[config.mk]
export PLATFORM = sky130hd
export DESIGN_NAME = serial_carry_adder
export DESIGN_NICKNAME = d
export VERILOG_FILES = /design/src/rtl/serial_carry_adder.sv
export SDC_FILE = /design/constraint.sdc
export NUM_CORES = 1
export LEC_CHECK = 0
export BUFFER_PORTS_ARGS = -buffer_cell sky130_fd_sc_hd__buf_4
export CAP_MARGIN = 30
export CELL_PAD_IN_SITES_DETAIL_PLACEMENT = 1
export CELL_PAD_IN_SITES_GLOBAL_PLACEMENT = 2
export CORE_ASPECT_RATIO = 2
export CORE_MARGIN = 2
export CORE_UTILIZATION = 35
export CTS_CLUSTER_DIAMETER = 100
export CTS_CLUSTER_SIZE = 16
export DETAILED_ROUTE_END_ITERATION = 12
export PLACE_DENSITY = 0.94
export SYNTH_ARGS = -nofsm -noshare
export SYNTH_HDL_FRONTEND = slang
export SYNTH_SLANG_ARGS = --single-unit
[constraint.sdc]
create_clock -name clk -period 2.7 [get_ports clk]
set_clock_uncertainty 0.05 [all_clocks]
set_input_delay 0.54 -clock clk [delete_from_list [all_inputs] [get_ports clk]]
set_output_delay 0.54 -clock clk [all_outputs]
set_load 0.05 [all_outputs]
[src/rtl/serial_carry_adder.sv]
// Bit-serial (STEP bits per cycle) adder/subtractor with a valid/ready handshake on both sides.
// Operands shift out LSB-first while result bits shift into the top of the sum register.
module serial_carry_adder #(
  parameter int WIDTH = 8,
  parameter int STEP  = 1
) (
  input  logic             clk,
  input  logic             rst,
  input  logic             in_valid,
  output logic             in_ready,
  input  logic [WIDTH-1:0] a,
  input  logic [WIDTH-1:0] b,
  input  logic             cin,
  input  logic             sub,
  output logic             out_valid,
  input  logic             out_ready,
  output logic [WIDTH-1:0] sum,
  output logic             cout,
  output logic             ovf,
  output logic             zero
);

  localparam int NSTEPS = WIDTH / STEP;
  localparam int CNT_W  = (NSTEPS > 1) ? $clog2(NSTEPS) : 1;
  localparam logic [CNT_W-1:0] LAST_CNT = CNT_W'(NSTEPS - 1);

  typedef enum logic [1:0] {
    IDLE = 2'd0,
    RUN  = 2'd1,
    DONE = 2'd2
  } state_t;

  // Returns {carry into slice MSB, carry out, STEP sum bits}; the carry into the
  // MSB is recovered from the MSB sum bit, so it is exact for any STEP.
  function automatic logic [STEP+1:0] step_add(
    input logic [STEP-1:0] x,
    input logic [STEP-1:0] y,
    input logic            c
  );
    logic [STEP:0] total;
    logic          msb_cin;
    total   = {1'b0, x} + {1'b0, y} + {{STEP{1'b0}}, c};
    msb_cin = x[STEP-1] ^ y[STEP-1] ^ total[STEP-1];
    return {msb_cin, total};
  endfunction

  state_t           state_r;
  logic [WIDTH-1:0] a_r;
  logic [WIDTH-1:0] b_r;
  logic             carry_r;
  logic [CNT_W-1:0] cnt_r;
  logic [WIDTH-1:0] sum_r;
  logic             cout_r;
  logic             ovf_r;
  logic             zero_r;
  logic             in_ready_r;
  logic             out_valid_r;

  logic [STEP+1:0]       step_s;
  logic [WIDTH+STEP-1:0] sum_cat_s;
  logic [WIDTH-1:0]      sum_next_s;

  assign step_s     = step_add(a_r[STEP-1:0], b_r[STEP-1:0], carry_r);
  assign sum_cat_s  = {step_s[STEP-1:0], sum_r};
  assign sum_next_s = sum_cat_s[WIDTH+STEP-1:STEP];

  // Control FSM plus datapath registers; all outputs come straight from registers.
  always_ff @(posedge clk) begin
    if (rst) begin
      state_r     <= IDLE;
      a_r         <= '0;
      b_r         <= '0;
      carry_r     <= 1'b0;
      cnt_r       <= '0;
      sum_r       <= '0;
      cout_r      <= 1'b0;
      ovf_r       <= 1'b0;
      zero_r      <= 1'b1;
      in_ready_r  <= 1'b1;
      out_valid_r <= 1'b0;
    end else begin
      case (state_r)
        IDLE: begin
          if (in_valid) begin
            a_r        <= a;
            b_r        <= sub ? ~b : b;
            carry_r    <= sub ? 1'b1 : cin;
            cnt_r      <= '0;
            in_ready_r <= 1'b0;
            state_r    <= RUN;
          end
        end
        RUN: begin
          a_r     <= a_r >> STEP;
          b_r     <= b_r >> STEP;
          sum_r   <= sum_next_s;
          carry_r <= step_s[STEP];
          cnt_r   <= cnt_r + CNT_W'(1);
          if (cnt_r == LAST_CNT) begin
            cout_r      <= step_s[STEP];
            ovf_r       <= step_s[STEP+1] ^ step_s[STEP];
            zero_r      <= (sum_next_s == {WIDTH{1'b0}});
            out_valid_r <= 1'b1;
            state_r     <= DONE;
          end
        end
        DONE: begin
          if (out_ready) begin
            out_valid_r <= 1'b0;
            in_ready_r  <= 1'b1;
            state_r     <= IDLE;
          end
        end
        default: begin
          state_r     <= IDLE;
          carry_r     <= 1'b0;
          cnt_r       <= '0;
          in_ready_r  <= 1'b1;
          out_valid_r <= 1'b0;
        end
      endcase
    end
  end

  assign in_ready  = in_ready_r;
  assign out_valid = out_valid_r;
  assign sum       = sum_r;
  assign cout      = cout_r;
  assign ovf       = ovf_r;
  assign zero      = zero_r;

endmodule

Word-level counts from Yosys, hierarchy flattened
Index checks and enable logic that the tools add are counted.

operators by class
  equal/unequal tests = 6
  mux-type cells = 20
  add/sub/neg operators = 3
  bitwise gates (word level) = 7
  reductions and logical operators = 9

operators with widths
  kind                   number
  $pmux W8 S2            2
  $mux W8                3
  $pmux W1 S3            3
  $pmux W3 S3            1
  $reduce_and A3 Y1      3
  $logic_not A8 Y1       1
  $not A8 Y8             1
  $mux W1                6
  $mux W2                3
  $ne A2 B2 Y1 const B   3
  $pmux W2 S3            1
  $reduce_and A2 Y1      3
  $add A3 B1 Y3 const B  1
  $eq A3 B3 Y1 const B   1
  $mux W3                1
  $not A1 Y1             3
  $xor A1 B1 Y1          3
  $add A1 B1 Y2          1
  $add A2 B1 Y2          1
  $eq A2 B1 Y1 const B   1
  $eq A2 B2 Y1 const B   1
  $logic_not A2 Y1       1
  $reduce_bool A2 Y1     1

word-level totals
  output and inout port bits = 13
  logic and storage cells = 56
  flip-flop bits (word level) = 35

Longest topological paths before layout
  word-level depth = 4
  gate-level depth with buffers = 5
  depth with buffers taken out = 5

Worst setup path after synthesis
OpenSTA, ideal clock, no wires.

  path kind = reg2reg
  start = register a_r[0]
  end = register ovf_r, in the netlist ovf
  period minus slack after synthesis = 1550 ps
  arrival = 1409 ps
  slack = 1150 ps
  buffers on the path = 0
  stages on the path, launching flop included = 6
  required time = 2559 ps
  cell sequence = dfxtp_1 > inv_1 > fa_1 > xnor2_1 > xnor2_1 > a311oi_1

between the ends
  longest elaborated chain between the ends = 4
  elaborated cells on any way between the ends = 5
  those cells by class = add/sub (2); bitwise (3)

RTL lines
  element                 line  source
  start, declared         48    logic [WIDTH-1:0] a_r;
  start signal, assigned  94    a_r <= a_r >> STEP;
  $add A1 B1 Y2           42    total = {1'b0, x} + {1'b0, y} + {{STEP{1'b0}}, c};
  $add A2 B1 Y2           42
  $xor A1 B1 Y1           43    msb_cin = x[STEP-1] ^ y[STEP-1] ^ total[STEP-1];
  $xor A1 B1 Y1 (*)       101   ovf_r <= step_s[STEP+1] ^ step_s[STEP];
  end signal, assigned    101
  end, declared           54    logic ovf_r;

Every way passes the cells marked *; elsewhere a longest branch is shown, timed or not.
A chain may end at the register's enable or synchronous reset.

Worst setup path after layout
Same ends and word-level chain as after synthesis.

==> flow_metrics.env <==
export IMPL_portBuffers=34
export IMPL_clock_path_buffers=2
export IMPL_path_buf_inv=1
export IMPL_syn_area_sq_um=1700
export IMPL_post_cts_setup_buffer_count=0
export IMPL_syn_inst=185
export IMPL_grt_pass1_wl_mm=6.60
export IMPL_area_growth_pct=17.6
export IMPL_post_drt_wl_per_cell_microns=14.4
export IMPL_ys_seq_area_frac=0.411
export IMPL_antenna_found_initial=0
export IMPL_postLayoutSetupSlackWorst_ns=1.01
export IMPL_drc=0
export IMPL_yosys_top_cells_area="dfxtp_1 (41%), nand2_1 (6.6%), a311oi_2 (6.2%)"
export IMPL_combPwrFrac=0.185
export IMPL_syn_avg_cell_area_sq_um=9.20
export IMPL_cap_violations=0
export IMPL_crit_path_start="a_r[0]$_SDFFE_PP0P_"
export IMPL_cts_root_buf="clkbuf_8"
export IMPL_start_kind="flip-flop"
export IMPL_grt_overflow_total=0
export IMPL_die_w_microns=53.3
export IMPL_synth_nets=210
export IMPL_power_share_switching=0.278
export IMPL_htree_levels=2
export IMPL_fill_cells=590
export IMPL_synth_mux_area_frac=0
export IMPL_setup_viol=0
export IMPL_synth_top_family_by_area="compound AO/OA/AOI/OAI gates"
export IMPL_insertion_delay_ns=0.28
export IMPL_grt_max_degree=36
export IMPL_tightestPinTransition_ns=0.581
export IMPL_critical_path_required_ns=2.84
export IMPL_synth_compound_area_frac=0.245
export IMPL_crit_path_top_delay_cell="fa_1"
export IMPL_end_kind="flip-flop"
export IMPL_wirelength_mm=3.87
export IMPL_worstHoldStart="sum[0]$_SDFFE_PP0P_"
export IMPL_drv_slew=0
export IMPL_grt_pass1_vias=1443
export IMPL_clock_sinks=35
export IMPL_p_clk_frac=0.309
export IMPL_cp_arrival_ns=1.82
export IMPL_clk_pin_slew_ns=0.07
export IMPL_drt_iter0_drc=24
export IMPL_drtPass1Iterations=4
export IMPL_finalCritPeriodShare=0.624
export IMPL_static_leakage_power_nw=0.770
export IMPL_slowest_delay_ns=0.61
export IMPL_grt_util_all_layers=0.161
export IMPL_r2r_start="a_r[0]$_SDFFE_PP0P_"
export IMPL_rsz0062_at_grt="no"
export IMPL_drive_gt1_frac=0.280
export IMPL_ys_flop_type="dfxtp_1"
export IMPL_finalSetupTns_ns=0
export IMPL_pre_cts_ws_ns=1.02
export IMPL_synth_edff_count=0
export IMPL_core_sq_um=4770
export IMPL_cp_cell_sequence="inv_1 > fa_1 > xnor2_1 > xnor2_1 > a311oi_1"
export IMPL_synth_xor_area_frac=0.0566
export IMPL_holdBufCountCts=0
export IMPL_fp_dieArea_sq_um=5470
export IMPL_synth_top_cell_area_share=0.411
export IMPL_place_congestion=0.725
export IMPL_fmax_mhz=593
export IMPL_nNetsFinal=237
export IMPL_slew_limit_headroom=0.612
export IMPL_synth_warning_count=0
export IMPL_worst_path_dominant_cell_family="adder cells"
export IMPL_rows=36
export IMPL_dp_hpwl_mm=2.70
export IMPL_antennaDiodeCount=0
export IMPL_hold_path_class="reg -> reg"
export IMPL_synthAdderAreaFrac=0.0265
export IMPL_cpMostUsedCell="xnor2_1"
export IMPL_cellPowerDensity_nw_per_um2=559
export IMPL_initial_core_util=0.357
export IMPL_crit_fanout=3
export IMPL_cts_made_buffers=5
export IMPL_finalWorstPathRequiredPeriod_ns=1.69
export IMPL_ir_drop_mv=0.309
export IMPL_ys_types=38
export IMPL_internal_power_mw=0.807
export IMPL_p_switching_mw=0.311
export IMPL_vias=1408
export IMPL_cts_resized_gates=0
export IMPL_criticalPathCategory="reg -> reg"
export IMPL_die_h_microns=103
export IMPL_viasPerCell=5.25
export IMPL_finalHoldViolations=0
export IMPL_yosys_area_share_simple=0.171
export IMPL_ant_nets=0
export IMPL_outcome="complete, no violations"
export IMPL_synth_top_area_cell="dfxtp_1"
export IMPL_ioPinCount=35
export IMPL_synth_seq_cells=35
export IMPL_cts_tree="done"
export IMPL_synthArstFlopShare=0
export IMPL_seq_power_share=0.506
[final timing paths]
path | endpoint | slack [ns] | cells past startpoint
max | ovf$_SDFFE_PP0P_ | 1.01 | 5
min | sum[0]$_SDFFE_PP0P_ | 0.42 | 2
max reg2reg | ovf$_SDFFE_PP0P_ | 1.01 | 5
min reg2reg | sum[0]$_SDFFE_PP0P_ | 0.42 | 2
[worst min-delay path: stages, from the launching register on]
cell     delay [ns]
dfxtp_1        0.31
nand2_1        0.06
a21oi_1        0.06
[routing by layer]
metal	wire length [microns]	global-route usage	vias up
li1	-	-	696
met1	1630	0.187	681
met2	2040	0.285	24
met3	138	0.0348	7
met4	53	0.0533	0
met5	0	0	-
[layout make-up]
| type | count | area, sq um | share of cell area |
|---|---|---|---|
| inverter | 12 | 45.0 | 0.0225 |
| multi-input combinational | 123 | 850 | 0.424 |
| tap | 57 | 71.3 | 0.0356 |
| clock buffer | 6 | 72.6 | 0.0363 |
| sequential | 35 | 701 | 0.350 |
| timing repair buffer | 35 | 263 | 0.131 |
[Yosys cell counts (all sizes together), types with 2 or more instances]
master  instances
nand2          30
nand2b          3
buf            12
o21bai          2
a311oi         10
nor2           15
a21oi          15
nand3           3
o32ai           7
dfxtp          35
a22oi          10
xor2            8
ha              2
clkbuf          3
xnor2           3
inv            12
[registers in the layout, summed over array words and instances (netlist names)]
| name | cells |
|---|---|
| out_valid | 1 |
| b_r | 8 |
| in_ready | 1 |
| state_r | 2 |
| cnt_r | 3 |
| carry_r | 1 |
| cout | 1 |
| zero | 1 |
| a_r | 8 |
| ovf | 1 |
| sum | 8 |
[kinds of logic after synthesis]
logic type / after synthesis
buffers and inverters: 27
and+or+nand+nor: 59
adders and majority gates: 3
xor gates and xnor gates: 11
DFF: 35
AOI/OAI and AO/OA: 50
[layout by cell type (no fill, tap or decap), drive strengths merged]
| cell type | netlist | final |
|---|---|---|
| o21bai | 2 | 2 |
| a32oi | 1 | 1 |
| nand2 | 30 | 30 |
| and2b | 1 | 1 |
| nor4b | 1 | 1 |
| a211oi | 1 | 1 |
| or2 | 1 | 1 |
| a311oi | 10 | 10 |
| fa | 1 | 1 |
| nand3 | 3 | 3 |
| buf | 12 | 35 |
| o32ai | 7 | 7 |
| xnor2 | 3 | 3 |
| a22oi | 10 | 10 |
| nor3 | 1 | 1 |
| inv | 12 | 12 |
| nand2b | 3 | 3 |
| dfxtp | 35 | 35 |
| or3 | 1 | 1 |
| clkbuf | 3 | 6 |
| nor3b | 1 | 1 |
| a21oi | 15 | 15 |
| ha | 2 | 2 |
| xor2 | 8 | 8 |
| nor2 | 15 | 15 |
| a2bb2oi | 1 | 1 |
| o21ba | 1 | 1 |
| nor2b | 1 | 1 |
| o21a | 1 | 1 |
| or4 | 1 | 1 |
| a221o | 1 | 1 |
[per-stage QoR]
stage	cell area, sq um	util	power (mW)	instances	hold slack, ns
after floorplan	1700	-	0.737	185	0.403
after global placement	1930	0.404	0.780	262	0.401
after detailed placement	1930	0.404	0.788	262	0.411
after CTS	2000	0.419	1.14	268	0.420
after global routing	2000	0.419	1.18	268	0.451
final	2000	0.419	1.12	268	0.419
[power groups by stage]
stage / sequential [mW] / combinational (mW) / clock (mW)
finish: 0.566 / 0.207 / 0.346
global route: 0.570 / 0.230 / 0.382
CTS: 0.567 / 0.211 / 0.358
detailed placement: 0.578 / 0.209 / 0
global placement: 0.576 / 0.203 / 0
floorplan: 0.583 / 0.154 / 0
Note: power is estimated with default switching activity, not from simulation.
